## config.mk

```make
export PLATFORM = sky130hd
export DESIGN_NAME = uart_rx_flat
export DESIGN_NICKNAME = d
export VERILOG_FILES = /design/src/rtl/uart_rx_if.sv /design/src/rtl/uart_rx.sv /design/src/flat_wrapper.sv
export SDC_FILE = /design/constraint.sdc
export NUM_CORES = 1
export LEC_CHECK = 0
export BUFFER_PORTS_ARGS = -buffer_cell sky130_fd_sc_hd__buf_2
export CELL_PAD_IN_SITES_DETAIL_PLACEMENT = 1
export CELL_PAD_IN_SITES_GLOBAL_PLACEMENT = 2
export CORE_MARGIN = 2
export CORE_UTILIZATION = 35
export DETAILED_ROUTE_END_ITERATION = 12
export PLACE_DENSITY = 0.76
export SYNTH_ARGS = -nofsm -noshare
export SYNTH_HDL_FRONTEND = slang
export SYNTH_SLANG_ARGS = --single-unit
```

## constraint.sdc

```tcl
create_clock -name clk -period 2 [get_ports clk]
set_input_delay 0.4 -clock clk [delete_from_list [all_inputs] [get_ports clk]]
set_output_delay 0.4 -clock clk [all_outputs]
set_load 0.01 [all_outputs]
```

## src/rtl/uart_rx_if.sv

```systemverilog
// Serial receive bundle between the line side (pad + baud generator)
// and the UART receiver. The receiver takes the slave view; the driver
// of the pad/tick and the consumer of received bytes take the master view.
interface uart_rx_if #(
   parameter int DATA_BITS = 8
);
   logic                 baud_tick;
   logic                 rx;
   logic [DATA_BITS-1:0] rx_data;
   logic                 rx_valid;
   logic                 frame_err;
   logic                 busy;

   modport master (
      output baud_tick,
      output rx,
      input  rx_data,
      input  rx_valid,
      input  frame_err,
      input  busy
   );

   modport slave (
      input  baud_tick,
      input  rx,
      output rx_data,
      output rx_valid,
      output frame_err,
      output busy
   );
endinterface

```

## src/rtl/uart_rx.sv

```systemverilog
// UART receiver, N data bits, no parity, one stop bit, LSB first.
// Works from an oversampling enable (OVERSAMPLE ticks per bit): the start
// bit is confirmed half a bit after the falling edge, every following bit
// is sampled one full bit period later, i.e. at its centre. Good frames
// update rx_data with a one-cycle rx_valid pulse; a low stop bit gives a
// one-cycle frame_err pulse instead and leaves rx_data untouched.
module uart_rx #(
   parameter int DATA_BITS  = 8,
   parameter int OVERSAMPLE = 16
) (
   input  logic    clk,
   input  logic    rst,
   uart_rx_if.slave bus
);

   // Two flops bring the asynchronous line into the clk domain.
   localparam int SYNC_STAGES = 2;
   localparam int TICK_W = (OVERSAMPLE > 1) ? $clog2(OVERSAMPLE) : 1;
   localparam int BIT_W  = (DATA_BITS > 1) ? $clog2(DATA_BITS) : 1;

   // Tick index of the start-bit centre, and of the last tick in a bit.
   localparam logic [TICK_W-1:0] TICK_MID  = TICK_W'(OVERSAMPLE / 2 - 1);
   localparam logic [TICK_W-1:0] TICK_LAST = TICK_W'(OVERSAMPLE - 1);
   localparam logic [BIT_W-1:0]  BIT_LAST  = BIT_W'(DATA_BITS - 1);

   typedef enum logic [1:0] {
      IDLE  = 2'd0,
      START = 2'd1,
      DATA  = 2'd2,
      STOP  = 2'd3
   } state_t;

   logic [SYNC_STAGES-1:0] sync_reg;
   logic                   rx_prev_reg;
   logic                   rx_s;
   logic                   fall_edge;

   state_t                 state_reg;
   logic [TICK_W-1:0]      tick_cnt_reg;
   logic [BIT_W-1:0]       bit_cnt_reg;
   logic [DATA_BITS-1:0]   shift_reg;
   logic [DATA_BITS-1:0]   rx_data_reg;
   logic                   rx_valid_reg;
   logic                   frame_err_reg;
   logic                   busy_reg;

   assign rx_s      = sync_reg[SYNC_STAGES-1];
   // A start needs a genuine high-to-low transition; a line that is merely
   // low (break, or still low after a bad stop bit) never opens a frame.
   assign fall_edge = rx_prev_reg & ~rx_s;

   // Synchroniser chain plus one-cycle history of the synchronised line.
   always_ff @(posedge clk) begin
      if (rst) begin
         sync_reg    <= '1;
         rx_prev_reg <= 1'b1;
      end else begin
         sync_reg    <= {sync_reg[SYNC_STAGES-2:0], bus.rx};
         rx_prev_reg <= rx_s;
      end
   end

   // Frame FSM: counts ticks within a bit, samples at bit centres and
   // produces the registered result pulses together with busy.
   always_ff @(posedge clk) begin
      if (rst) begin
         state_reg     <= IDLE;
         tick_cnt_reg  <= '0;
         bit_cnt_reg   <= '0;
         shift_reg     <= '0;
         rx_data_reg   <= '0;
         rx_valid_reg  <= 1'b0;
         frame_err_reg <= 1'b0;
         busy_reg      <= 1'b0;
      end else begin
         // Result pulses last exactly one clk.
         rx_valid_reg  <= 1'b0;
         frame_err_reg <= 1'b0;

         case (state_reg)
            IDLE: begin
               // Edge detection runs every clk, independent of baud_tick,
               // so a new start bit right after a stop bit is not missed.
               if (fall_edge) begin
                  state_reg    <= START;
                  tick_cnt_reg <= '0;
                  busy_reg     <= 1'b1;
               end
            end

            START: begin
               if (bus.baud_tick) begin
                  if (tick_cnt_reg == TICK_MID) begin
                     tick_cnt_reg <= '0;
                     if (!rx_s) begin
                        // Still low at the centre: a real start bit.
                        state_reg   <= DATA;
                        bit_cnt_reg <= '0;
                     end else begin
                        // Short low pulse: discard silently.
                        state_reg <= IDLE;
                        busy_reg  <= 1'b0;
                     end
                  end else begin
                     tick_cnt_reg <= tick_cnt_reg + 1'b1;
                  end
               end
            end

            DATA: begin
               if (bus.baud_tick) begin
                  if (tick_cnt_reg == TICK_LAST) begin
                     // LSB arrives first; shifting in at the top leaves it
                     // in bit 0 once all data bits are in.
                     shift_reg    <= {rx_s, shift_reg[DATA_BITS-1:1]};
                     bit_cnt_reg  <= bit_cnt_reg + 1'b1;
                     tick_cnt_reg <= '0;
                     if (bit_cnt_reg == BIT_LAST) begin
                        state_reg <= STOP;
                     end
                  end else begin
                     tick_cnt_reg <= tick_cnt_reg + 1'b1;
                  end
               end
            end

            STOP: begin
               if (bus.baud_tick) begin
                  if (tick_cnt_reg == TICK_LAST) begin
                     if (rx_s) begin
                        rx_data_reg  <= shift_reg;
                        rx_valid_reg <= 1'b1;
                     end else begin
                        frame_err_reg <= 1'b1;
                     end
                     // Return to IDLE at the stop-bit centre so the next
                     // start edge can follow with no extra idle time.
                     state_reg    <= IDLE;
                     tick_cnt_reg <= '0;
                     busy_reg     <= 1'b0;
                  end else begin
                     tick_cnt_reg <= tick_cnt_reg + 1'b1;
                  end
               end
            end

            default: begin
               state_reg    <= IDLE;
               tick_cnt_reg <= '0;
               busy_reg     <= 1'b0;
            end
         endcase
      end
   end

   assign bus.rx_data   = rx_data_reg;
   assign bus.rx_valid  = rx_valid_reg;
   assign bus.frame_err = frame_err_reg;
   assign bus.busy      = busy_reg;

endmodule

```

## src/flat_wrapper.sv

```systemverilog
// flat-port wrapper written by rule: the top's interface ports become plain ports
module uart_rx_flat 
#(
   parameter int DATA_BITS  = 8,
   parameter int OVERSAMPLE = 16
)
  (clk, rst, bus_baud_tick, bus_rx, bus_rx_data, bus_rx_valid, bus_frame_err, bus_busy);
  uart_rx_if #(.DATA_BITS(DATA_BITS)) bus_i ();
  input  logic clk;
  input  logic rst;
  input wire logic [$bits(bus_i.baud_tick)-1:0] bus_baud_tick;
  input wire logic [$bits(bus_i.rx)-1:0] bus_rx;
  output wire logic [$bits(bus_i.rx_data)-1:0] bus_rx_data;
  output wire logic [$bits(bus_i.rx_valid)-1:0] bus_rx_valid;
  output wire logic [$bits(bus_i.frame_err)-1:0] bus_frame_err;
  output wire logic [$bits(bus_i.busy)-1:0] bus_busy;
  assign bus_i.baud_tick = bus_baud_tick;
  assign bus_i.rx = bus_rx;
  assign bus_rx_data = bus_i.rx_data;
  assign bus_rx_valid = bus_i.rx_valid;
  assign bus_frame_err = bus_i.frame_err;
  assign bus_busy = bus_i.busy;
  uart_rx #(.DATA_BITS(DATA_BITS), .OVERSAMPLE(OVERSAMPLE)) u_core (.clk(clk), .rst(rst), .bus(bus_i));
endmodule
```

==> flow_summary.ini <==
[sta]
drv_slew = 0
setup_slack_ns = 0.248
setup_viol_count_final = 0
max_freq_mhz = 571
period_share_pct = 87.6
hold_viol_final = 0
fin_setup_tns_ns = 0
rsz0062_at_grt = no
slew_headroom_pct = 61.8
hold_ws_ns = 0.247
fin_crit_ns = 1.75
tightest_slew_ns = 0.573
finClkSkew_ns = 0.00447

[finish]
num_antenna_cells = 0
multi_input_area_sq_um = 612
syn_to_final_growth_pct = 14.0
register_area_sq_um = 621
layout-drive-gt1-share_pct = 20.1
final_core_util_pct = 42.6
finalNetCount = 151
fill_cells = 398

[route]
firstDrtPassIters = 4
viasPerCell = 4.98
post_drt_wl_per_cell_microns = 13.5
vias = 947
drtIter0Drc = 28
drcViolationCount = 0
ant_nets = 0
drt_wl_total_mm = 2.57

[power]
leakagePower_uw = 0.000618
peakVddDrop_mv = 0.438
power_uw = 1130
power.density_nw_per_um2 = 775

[place]
port_buffers = 14
place.gp.congestion = 0.779
dp_slack_ns = 0.276
hpwl_mm = 1.66

[logic_synthesis]
syn_avg_cell_area_sq_um = 9.88
ys_seq_area_share_pct = 48.7
syn_nets = 136
synth_area_sq_um = 1270
synth_cell_type_count = 30
synth_cells = 129
yosys_warnings = 0
ys_ff_latch = 31

[clocking]
clkTransAtPathRegs_ns = 0.09
h-tree-depth = 2
cts_tree = built
cts_made_buffers = 5
postCtsSetupBuffers = 0
cts_sinks = 31
hold_buffers = 0
clockRootBuffer = clkbuf_4
ctsResizeCount = 0
clk_latency_ns = 0.33
clk_path_buf_depth = 2

[worst_setup_path]
slowest_delay_ns = 0.58
required_ns = 2.20
worst-setup-path-type = reg2reg
crit_fanout = 14
path_cells = and4_1 -> and3b_1 -> buf_4 -> mux2i_1 -> nor2_1
crit_arrival_ns = 1.95
crit_path_end_kind = flip-flop
cpMaxStageDelayCell = dfxtp_1
start_kind = flip-flop

[floorplan]
die-height_microns = 64.4
die-area_sq_um = 4140
start_util_pct = 37.3
die_x_microns = 64.4
core_sq_um = 3420
std_cell_rows = 21
ioPinCount = 15

[grt]
grt_max_degree = 31
grt_pass1_wl_mm = 4.36
grt_pass1_vias = 880
overflow = 0
grt_antenna_before_repair = 0
grt_use_total_pct = 14.1

[hold_path]
hold_path.class = in2reg

[run_status]
outcome = finished, final reports clean

[flow_run]
cap_viol_max_count = 0
-- cell families after synthesis --
| group | synth area share (%) |
|---|---|
| xor gates and xnor gates | 0.687 |
| muxes | 14.9 |
| buffers and inverters | 3.34 |
| DFF | 48.7 |
| AOI/OAI and AO/OA | 5.30 |
| adders and majority gates | 2.94 |
| and+or+nand+nor | 24.1 |
-- report_power, final --
part	switching, uW	leakage, uW	internal [uW]
logic	20.1	0.000329	13.3
registers	7.13	0.000250	622
clock network	207	0.0000383	257
total	234	0.000618	893
-- cells in the mapped netlist (all sizes together) --
library cell	count	area share (%)
dfxtp	31	49
nor2	26	7.7
mux2i	19	15
buf	5	2.2
and3b	4	2.7
clkbuf	4	1.2
nand2	4	1.2
nand3	4	1.6
a21oi	3	1.5
a31oi	3	1.5
ha	3	2.9
or2	3	1.5
nand2b	2	0.98
nand4	2	0.98
nor3	2	0.79
nor4b	2	1.9
or4b	2	1.6
a22oi	1	0.59
and4	1	0.69
and4bb	1	0.98
nand3b	1	0.59
nor3b	1	0.59
o211ai	1	0.59
o21a	1	0.59
o21bai	1	0.59
or3	1	0.49
xor2	1	0.69
-- layer usage --
| metal | up-vias | track usage [%] | wire (microns) |
|---|---|---|---|
| met2 | 12 | 20.1 | 1120 |
| met3 | 4 | 5.46 | 92 |
| met5 | - | 0 | 0 |
| met1 | 453 | 18.4 | 1310 |
| li1 | 478 | - | - |
| met4 | 0 | 7.18 | 44 |
-- cell type report --
| class | instances | area share (%) |
|---|---|---|
| Sequential cell | 31 | 42.7 |
| Multi-Input combinational cell | 89 | 42.1 |
| Timing Repair Buffer | 17 | 6.37 |
| Tap cell | 46 | 3.96 |
| Clock buffer | 6 | 2.84 |
| Clock inverter | 1 | 2.07 |
-- critical path, delay by kind of cell, from the launching register on --
| family | cells | cell delay [ns] |
|---|---|---|
| multiplexers | 1 | 0.20 |
| flip-flops | 1 | 0.58 |
| AND/OR/NAND/NOR | 3 | 0.64 |
| buffers and inverters | 1 | 0.20 |
-- path summary, 6_finish.rpt --
path	slack [ns]	depth (start not counted)	end	from
min	0.25	2	u_core.sync_reg[0]	bus_rx
min reg2reg	0.42	1	u_core.sync_reg[1]	u_core.sync_reg[0]
max reg2reg	0.25	5	u_core.shift_reg[6]	flip-flop
max	0.25	5	u_core.shift_reg[6]	flip-flop
-- stage by stage --
stage | instances | instance area (sq um)
2_1_floorplan | 129 | 1270
3_3_place_gp | 183 | 1380
3_5_place_dp | 183 | 1380
4_1_cts | 190 | 1450
5_1_grt | 190 | 1450
6_report | 190 | 1450
-- cells in the final DEF, fill, tap and decap left out, drive strengths merged --
master	netlist	layout
o21bai	1	1
buf	5	17
and4	1	1
o211ai	1	1
nand3b	1	1
or4b	2	2
a31oi	3	3
a22oi	1	1
o21a	1	1
nor2	26	26
nor3	2	2
ha	3	3
nand2b	2	2
nand3	4	4
bufinv	0	1
nor4b	2	2
nand2	4	4
clkbuf	4	6
and4bb	1	1
dfxtp	31	31
or3	1	1
and3b	4	4
nor3b	1	1
xor2	1	1
a21oi	3	3
or2	3	3
mux2i	19	19
nand4	2	2
No activity file was read; power rests on OpenSTA's default activity.
